$ cat src/rtl/fnd_scan_ctrl.sv
// Multiplexed seven-segment (FND) scan controller.
// Scans DIGITS digits, one slot of SCAN_DIV cycles each. PWM dimming works
// within each slot. Optional leading-zero blanking. Inputs are latched once
// per frame so that a displayed frame never mixes old and new data.
module fnd_scan_ctrl #(
    parameter int DIGITS   = 4,
    parameter int SCAN_DIV = 100000,
    parameter int BRIGHT_W = 3
) (
    input  logic                  clk,
    input  logic                  reset_p,
    input  logic [4*DIGITS-1:0]   value,
    input  logic [DIGITS-1:0]     dp,
    input  logic                  blank_lz,
    input  logic [BRIGHT_W-1:0]   bright,
    output logic [DIGITS-1:0]     com,
    output logic [6:0]            seg_7,
    output logic                  dp_out,
    output logic                  frame_tick
);

    localparam int CNT_W  = $clog2(SCAN_DIV);
    localparam int IDX_W  = $clog2(DIGITS);
    // Wide enough for (2^BRIGHT_W) * SCAN_DIV without overflow
    localparam int PROD_W = BRIGHT_W + CNT_W + 2;

    localparam logic [CNT_W-1:0] CNT_LAST = CNT_W'(SCAN_DIV - 1);
    localparam logic [IDX_W-1:0] IDX_LAST = IDX_W'(DIGITS - 1);

    logic [CNT_W-1:0]    cnt;
    logic [IDX_W-1:0]    idx;
    logic [4*DIGITS-1:0] value_sh;
    logic [DIGITS-1:0]   dp_sh;
    logic                blank_lz_sh;
    logic [BRIGHT_W-1:0] bright_sh;

    logic                slot_end;
    logic                frame_end;
    logic [PROD_W-1:0]   prod;
    logic [PROD_W-1:0]   thr;
    logic                lit;
    logic [DIGITS-1:0]   sel_onehot;
    logic [DIGITS-1:0]   blank_vec;
    logic                blanked;
    logic [3:0]          nib;
    logic [6:0]          hex_seg;

    assign slot_end  = (cnt == CNT_LAST);
    assign frame_end = slot_end && (idx == IDX_LAST);

    // On-time threshold for the current brightness, in prescaler cycles
    assign prod = (PROD_W'(bright_sh) + PROD_W'(1)) * PROD_W'(SCAN_DIV);
    assign thr  = prod >> BRIGHT_W;
    assign lit  = (PROD_W'(cnt) < thr);

    assign sel_onehot = DIGITS'(1) << idx;
    assign nib        = 4'(value_sh >> {idx, 2'b00});

    // Digit g is a leading zero when nibbles DIGITS-1 down to g are all zero
    assign blank_vec[0] = 1'b0;
    for (genvar g = 1; g < DIGITS; g++) begin : g_lz
        assign blank_vec[g] = (value_sh[4*DIGITS-1:4*g] == '0);
    end
    assign blanked = blank_lz_sh && |(blank_vec & sel_onehot);

    // Prescaler and digit index
    always_ff @(posedge clk) begin
        if (reset_p) begin
            cnt <= '0;
            idx <= '0;
        end else if (slot_end) begin
            cnt <= '0;
            idx <= (idx == IDX_LAST) ? '0 : idx + 1'b1;
        end else begin
            cnt <= cnt + 1'b1;
        end
    end

    // Shadow capture at the last cycle of each frame
    always_ff @(posedge clk) begin
        if (reset_p) begin
            value_sh    <= '0;
            dp_sh       <= '0;
            blank_lz_sh <= 1'b0;
            bright_sh   <= '0;
        end else if (frame_end) begin
            value_sh    <= value;
            dp_sh       <= dp;
            blank_lz_sh <= blank_lz;
            bright_sh   <= bright;
        end
    end

    // Hex nibble to active-low {g,f,e,d,c,b,a}
    always_comb begin
        hex_seg = 7'h7F;
        case (nib)
            4'h0: hex_seg = 7'b1000000;
            4'h1: hex_seg = 7'b1111001;
            4'h2: hex_seg = 7'b0100100;
            4'h3: hex_seg = 7'b0110000;
            4'h4: hex_seg = 7'b0011001;
            4'h5: hex_seg = 7'b0010010;
            4'h6: hex_seg = 7'b0000010;
            4'h7: hex_seg = 7'b1111000;
            4'h8: hex_seg = 7'b0000000;
            4'h9: hex_seg = 7'b0011000;
            4'hA: hex_seg = 7'b0001000;
            4'hB: hex_seg = 7'b0000011;
            4'hC: hex_seg = 7'b0100111;
            4'hD: hex_seg = 7'b0100001;
            4'hE: hex_seg = 7'b0000110;
            4'hF: hex_seg = 7'b0001110;
            default: hex_seg = 7'h7F;
        endcase
    end

    // Registered display outputs and frame pulse; segments go dark together with commons
    always_ff @(posedge clk) begin
        if (reset_p) begin
            com        <= '1;
            seg_7      <= 7'h7F;
            dp_out     <= 1'b1;
            frame_tick <= 1'b0;
        end else begin
            frame_tick <= frame_end;
            if (lit && !blanked) begin
                com    <= ~sel_onehot;
                seg_7  <= hex_seg;
                dp_out <= ~|(dp_sh & sel_onehot);
            end else begin
                com    <= '1;
                seg_7  <= 7'h7F;
                dp_out <= 1'b1;
            end
        end
    end

endmodule

$ cat config.mk
export PLATFORM = sky130hd
export DESIGN_NAME = fnd_scan_ctrl
export DESIGN_NICKNAME = d
export VERILOG_FILES = /design/src/rtl/fnd_scan_ctrl.sv
export SDC_FILE = /design/constraint.sdc
export NUM_CORES = 1
export LEC_CHECK = 0
export CAP_MARGIN = 10
export CORE_MARGIN = 3
export CORE_UTILIZATION = 57
export DETAILED_ROUTE_END_ITERATION = 10
export GPL_ROUTABILITY_DRIVEN = 0
export PLACE_DENSITY = 0.88
export SETUP_SLACK_MARGIN = 0.05
export SYNTH_ARGS = -nofsm -noshare
export SYNTH_HDL_FRONTEND = slang
export SYNTH_SLANG_ARGS = --single-unit
$ cat constraint.sdc
create_clock -name clk -period 5.33 [get_ports clk]
set_input_delay 1.066 -clock clk [delete_from_list [all_inputs] [get_ports clk]]
set_output_delay 1.066 -clock clk [all_outputs]
set_load 0.03 [all_outputs]
==> flow_summary.json, run 1 <==
{
  "status": "completed",
  "cts_made_buffers": 5,
  "die_h_um": 83.8,
  "power_density_nw_per_um2": 184,
  "critPathMaxFanout": 12,
  "dr.max_layer_used": "met4",
  "worstPathRequired_ns": 5.55,
  "synth_area_um2": 3450,
  "post_cts_buffers": 0,
  "drive_gt1_share_pct": 14.7,
  "fin_tns_setup_ns": 0,
  "fmax_ghz": 0.236,
  "grt_pass1_vias": 2642,
  "hp-class": "reg2reg",
  "track_usage_pct": 20.8,
  "num_antenna_cells": 0,
  "fp.dieW_um": 83.8,
  "overflow": 0,
  "synth_area_per_cell_um2": 9.12,
  "row_count": 27,
  "synthToLayoutAreaGrowth_pct": 12.4,
  "worstSkewPairLatency_ns": 0.32,
  "fin_worst_skew_ns": 0.0128,
  "ys_async_sr_fraction_pct": 0,
  "hpwl_mm": 5.29,
  "yosysMostFrequentCell": "dfxtp_1",
  "clock-sinks": 56,
  "yosys.cell_types.count": 59,
  "design.die.area_um2": 7020,
  "drv_slew": 0,
  "maxCapViolations": 0,
  "core-area_um2": 5680,
  "avgRoutedWirePerCell_um": 14.5,
  "cts.path.max_buffers": 2,
  "yosysTopAreaCell": "dfxtp_1",
  "clk_root_buffer_cell": "clkbuf_8",
  "yosysSeqAreaShare_pct": 32.5,
  "hold_depth": 1,
  "cp-end-kind": "flip-flop",
  "firstDrtPassIters": 4,
  "initialDrtViolationCount": 142,
  "routed_via_density": 5.72,
  "detail-route-antenna-nets": 0,
  "critPathLaunchType": "flip-flop",
  "num_io_pins": 39,
  "power.leakage_nw": 1.43,
  "worst_pin_slew_ns": 0.782,
  "cts_resized": 0,
  "setup_violations": 0,
  "yosysWarnings": 0,
  "pre_cts_ws_ns": 1.12,
  "vias": 2753,
  "worst_slack_ns": 1.09,
  "critPathArrivalTime_ns": 4.46,
  "synth_nets": 443,
  "cts.clk_slew.worst_paths_ns": 0.11,
  "cts_tree": "done",
  "fin_total_pwr_mw": 0.715,
  "synth_top_flop_cell": "dfxtp_1",
  "hold_buffers": 0,
  "wl_met3_um": 353,
  "rrSetupSlack_ns": 1.09,
  "initial_core_util_pct": 60.8,
  "htreeDepth": 2,
  "rsz0062_at_grt": "no",
  "port-buffer-count": 38,
  "antenna_found_initial": 0,
  "worstRegToRegCells": 17,
  "min_from": "cnt[0]",
  "fin_crit_sh_pct": 79.5,
  "utilization_pct": 68.3,
  "wl_met2_mm": 3.27,
  "met1_length_mm": 3.25,
  "synth_area_leaders": "dfxtp_1, ha_1, a21oi_2",
  "ir_drop_mv": 0.137,
  "synth_edf_count": 0,
  "yosys-top-cells-count": "dfxtp_1, nand2_1, ha_1",
  "hold_end": "cnt[0]",
  "rr_endpoint": "seg_7[6]",
  "synth_top_area_share_pct": 32.5,
  "slew_headroom_pct": 47.8,
  "grt_start_max_net_pins": 32,
  "min_period_ns": 4.24,
  "nets": 473,
  "hold_viol_final": 0,
  "totalWireLength_mm": 7.00,
  "ys_ff_latch": 56,
  "drc_errors": 0,
  "crit_type": "reg2reg",
  "syn_inst": 378,
  "grt_pass1_wl_mm": 12.2,
  "r2r_start": "bright_sh[0]"
}
-- cells by family (layout without fill, tap and decap cells) --
family | after synthesis | in the layout | share of synthesized area [%]
AND/OR/NAND/NOR | 148 | 148 | 22.5
flip-flops | 56 | 56 | 32.5
XOR/XNOR | 28 | 28 | 7.55
AO/OA/AOI/OAI | 73 | 73 | 14.7
buffers and inverters | 29 | 60 | 5.62
multiplexers | 5 | 5 | 2.90
adder cells (fa/ha/maj) | 39 | 39 | 14.2
-- registers in the layout, indices dropped and copies added (netlist names) --
| register | count |
|---|---|
| bright_sh | 3 |
| dp_sh | 4 |
| value_sh | 16 |
| seg_7 | 7 |
| com | 4 |
| idx | 2 |
| frame_tick | 1 |
| blank_lz_sh | 1 |
| dp_out | 1 |
| cnt | 17 |
-- per-layer routing --
metal  vias to the layer above  track usage (%)
li1                       1385                -
met1                      1279             28.6
met2                        78             33.0
met3                        11             3.65
met4                         0             7.02
met5                         -                0
-- per-stage QoR --
| step | area (um^2) | cells | hold slack (ns) |
|---|---|---|---|
| finish | 3880 | 481 | 0.447 |
| global route | 3880 | 481 | 0.470 |
| CTS | 3880 | 481 | 0.453 |
| detailed placement | 3780 | 473 | 0.438 |
| global placement | 3780 | 473 | 0.423 |
| floorplan | 3450 | 378 | 0.413 |
-- worst max path at each step --
stage / start / end / slack [ns]
after floorplan: bright_sh[1] / seg_7[0] / 1.53
final: bright_sh[0] / seg_7[6] / 1.09
after detailed placement: bright_sh[0] / seg_7[6] / 1.12
after global routing: bright_sh[0] / seg_7[6] / 0.77
after CTS: bright_sh[0] / seg_7[6] / 1.11
after global placement: bright_sh[0] / seg_7[6] / 1.35
-- layout by cell type, fill, tap and decap left out, types with 5 or more instances in the layout --
cell type	n
ha_1	39
nand3_1	14
nor2b_1	5
xnor2_1	14
nand2_2	20
inv_1	13
clkbuf_8	5
xor2_1	13
a21oi_2	20
nand4_1	6
clkdlybuf4s50_1	38
a21oi_1	19
dfxtp_1	56
o21ai_0	10
nor2_1	28
nand2_1	44
-- final cells by class --
cell class                 instances  area (um^2)
clock buffer                       5         68.8
inverter                          13         48.8
clock inverter                     3         26.3
timing repair buffer              39          388
tap                               72         90.1
sequential                        56         1120
multi-input combinational        293         2130
fill                             457         1800
-- power breakdown --
part           switching (mW)  internal [mW]  total (mW)
clock                   0.146         0.0958       0.242
combinational          0.0220         0.0257      0.0477
sequential            0.00228          0.423       0.425
-- worst max-delay path, stage by stage, from the launching register on --
cell,delay (ns)
dfxtp_1,0.44
ha_1,0.31
xnor2_1,0.38
ha_1,0.32
inv_1,0.06
ha_1,0.30
ha_1,0.36
a31oi_1,0.17
o31ai_1,0.11
a211o_1,0.29
a32oi_1,0.16
a21oi_1,0.10
ha_1,0.31
nand3_1,0.10
nor3_1,0.19
o221ai_1,0.14
a31o_2,0.31
o311ai_0,0.11
Power figures use the tool's default switching activity.
==> run 2, diff against run 1 <==
--- a/config.mk
+++ b/config.mk
@@ -7,10 +7,10 @@
 export LEC_CHECK = 0
 export CAP_MARGIN = 10
 export CORE_MARGIN = 3
-export CORE_UTILIZATION = 57
+export CORE_UTILIZATION = 51
 export DETAILED_ROUTE_END_ITERATION = 10
 export GPL_ROUTABILITY_DRIVEN = 0
-export PLACE_DENSITY = 0.88
+export PLACE_DENSITY = 0.83
 export SETUP_SLACK_MARGIN = 0.05
 export SYNTH_ARGS = -nofsm -noshare
 export SYNTH_HDL_FRONTEND = slang
==> constraint.sdc (replaced) <==
create_clock -name clk -period 3.75 [get_ports clk]
set_input_delay 0.75 -clock clk [delete_from_list [all_inputs] [get_ports clk]]
set_output_delay 0.75 -clock clk [all_outputs]
set_load 0.03 [all_outputs]
==> flow_summary.json, run 2 (synthesis results as in run 1) <==
{
  "status": "completed",
  "multi_input_area_um2": 2320,
  "overflow": 0,
  "hold_buffers": 0,
  "initialDrtViolationCount": 142,
  "worstPathRequired_ns": 4.02,
  "htreeDepth": 2,
  "power_density_nw_per_um2": 246,
  "cts.clk_slew.worst_paths_ns": 0.11,
  "grt_start_max_net_pins": 31,
  "critPathArrivalTime_ns": 3.79,
  "initial_core_util_pct": 53.4,
  "pre_cts_ws_ns": -0.101,
  "cts.path.max_buffers": 2,
  "layout_commonest_cell": "dfxtp_1",
  "synthToLayoutAreaGrowth_pct": 19.8,
  "design.die.area_um2": 7780,
  "crit_path_cell_trace": "buf_6 > and3_4 > ha_1 > inv_2 > ha_4 > ha_4 > a31oi_2 > o31ai_2 > a211o_1 > a32oi_1 > a21oi_1 > ha_1 > nand3_2 > nor3_2 > o221ai_2 > a31o_2 > nand3_1",
  "seq_area_um2": 1130,
  "setup_violations": 0,
  "rrSetupSlack_ns": 0.23,
  "fin_total_pwr_mw": 1.02,
  "cts_made_buffers": 5,
  "cp-end-kind": "flip-flop",
  "drive_gt1_share_pct": 21.9,
  "port-buffer-count": 38,
  "drv_slew": 0,
  "clk_root_buffer_cell": "clkbuf_8",
  "row_count": 29,
  "finalInstanceArea_um2": 4130,
  "firstDrtPassIters": 5,
  "avgRoutedWirePerCell_um": 15.4,
  "cp_slowest_cell": "dfxtp_4",
  "top_regs": "cnt: 17 flops, value_sh: 16 flops, seg_7: 7 flops",
  "fin_crit_sh_pct": 93.9,
  "worst_pin_slew_ns": 0.771,
  "die_h_um": 88.2,
  "fin_tns_setup_ns": 0,
  "track_usage_pct": 19.3,
  "cts_tree": "done",
  "core-area_um2": 6460,
  "totalWireLength_mm": 7.61,
  "nets": 480,
  "worst_slack_ns": 0.227,
  "largest_reg_flops": 17,
  "num_antenna_cells": 0,
  "ir_drop_mv": 0.156,
  "vias": 2789,
  "critPathMaxFanout": 7,
  "fillers": 518,
  "layout_common_cells": "dfxtp_1, nand2_1, clkdlybuf4s50_1, ha_1, nor2_1",
  "place_area_um2": 3830,
  "drc_errors": 0,
  "power.leakage_nw": 1.48,
  "hpwl_mm": 5.38,
  "largest_register": "cnt",
  "fmax_ghz": 0.284,
  "critPathLaunchType": "flip-flop",
  "hp-class": "reg2reg",
  "worstSkewPairLatency_ns": 0.32,
  "grt_pass1_vias": 2591,
  "grt_pass1_wl_mm": 12.0,
  "slew_headroom_pct": 48.5,
  "rsz0062_at_grt": "no",
  "fin_worst_skew_ns": 0.0140,
  "fp.dieW_um": 88.2,
  "num_io_pins": 39,
  "slowest_delay_ns": 0.38,
  "routed_via_density": 5.66,
  "maxCapViolations": 0,
  "hold_viol_final": 0,
  "antenna_found_initial": 0,
  "detail-route-antenna-nets": 0,
  "crit_type": "reg2reg",
  "min_period_ns": 3.52,
  "clock-sinks": 56
}
==> run 2: area by class of cell <==
class                   instances  share of cell area [%]
clock buffers                   5                    1.67
inverters                      13                    1.18
flip-flops and latches         56                    27.4
repair buffers                 45                    10.6
clock inverters                 3                   0.666
well taps                      77                    2.33
multi-input cells             294                    56.2
==> run 2: worst max-delay path: cells and delay by family (launching register included) <==
family | cells | cell delay [ns]
AO/OA/AOI/OAI | 7 | 1.24
adder cells (fa/ha/maj) | 4 | 1.07
buffers and inverters | 2 | 0.22
flip-flops | 1 | 0.38
AND/OR/NAND/NOR | 4 | 0.58
==> run 2: final timing paths <==
check               start        to  cells after the start
max          bright_sh[0]    com[3]                     17
min              dp_sh[0]  dp_sh[0]                      2
max reg2reg  bright_sh[0]    com[3]                     17
min reg2reg      dp_sh[0]  dp_sh[0]                      2
==> run 2: layer usage <==
metal / vias up / GRT usage [%] / routed length, um
li1: 1400 / - / -
met1: 1304 / 26.8 / 3560
met2: 76 / 30.9 / 3580
met3: 9 / 3.07 / 373
met4: 0 / 6.18 / 95
met5: - / 0 / 0
==> run 2: stage by stage <==
step,util [%],cells,hold WS (ns)
after floorplan,-,378,0.413
final,63.9,493,0.469
after detailed placement,59.3,483,0.442
after global placement,59.3,483,0.423
after global routing,63.9,493,0.490
after CTS,61.7,493,0.466
==> run 2: timing repair <==
action | 4_1_cts | 5_1_grt
resized for setup | 8 | 24
pin swaps | 3 | 6
setup endpoints to repair | 12 | 12
setup buffers | 1 | 0
cloned | 1 | 0
==> run 2: where the power goes <==
part / total, mW / internal (mW) / switching [mW]
combinational: 0.0680 / 0.0366 / 0.0313
clock: 0.346 / 0.138 / 0.209
sequential: 0.604 / 0.600 / 0.00376
total: 1.02 / 0.774 / 0.244
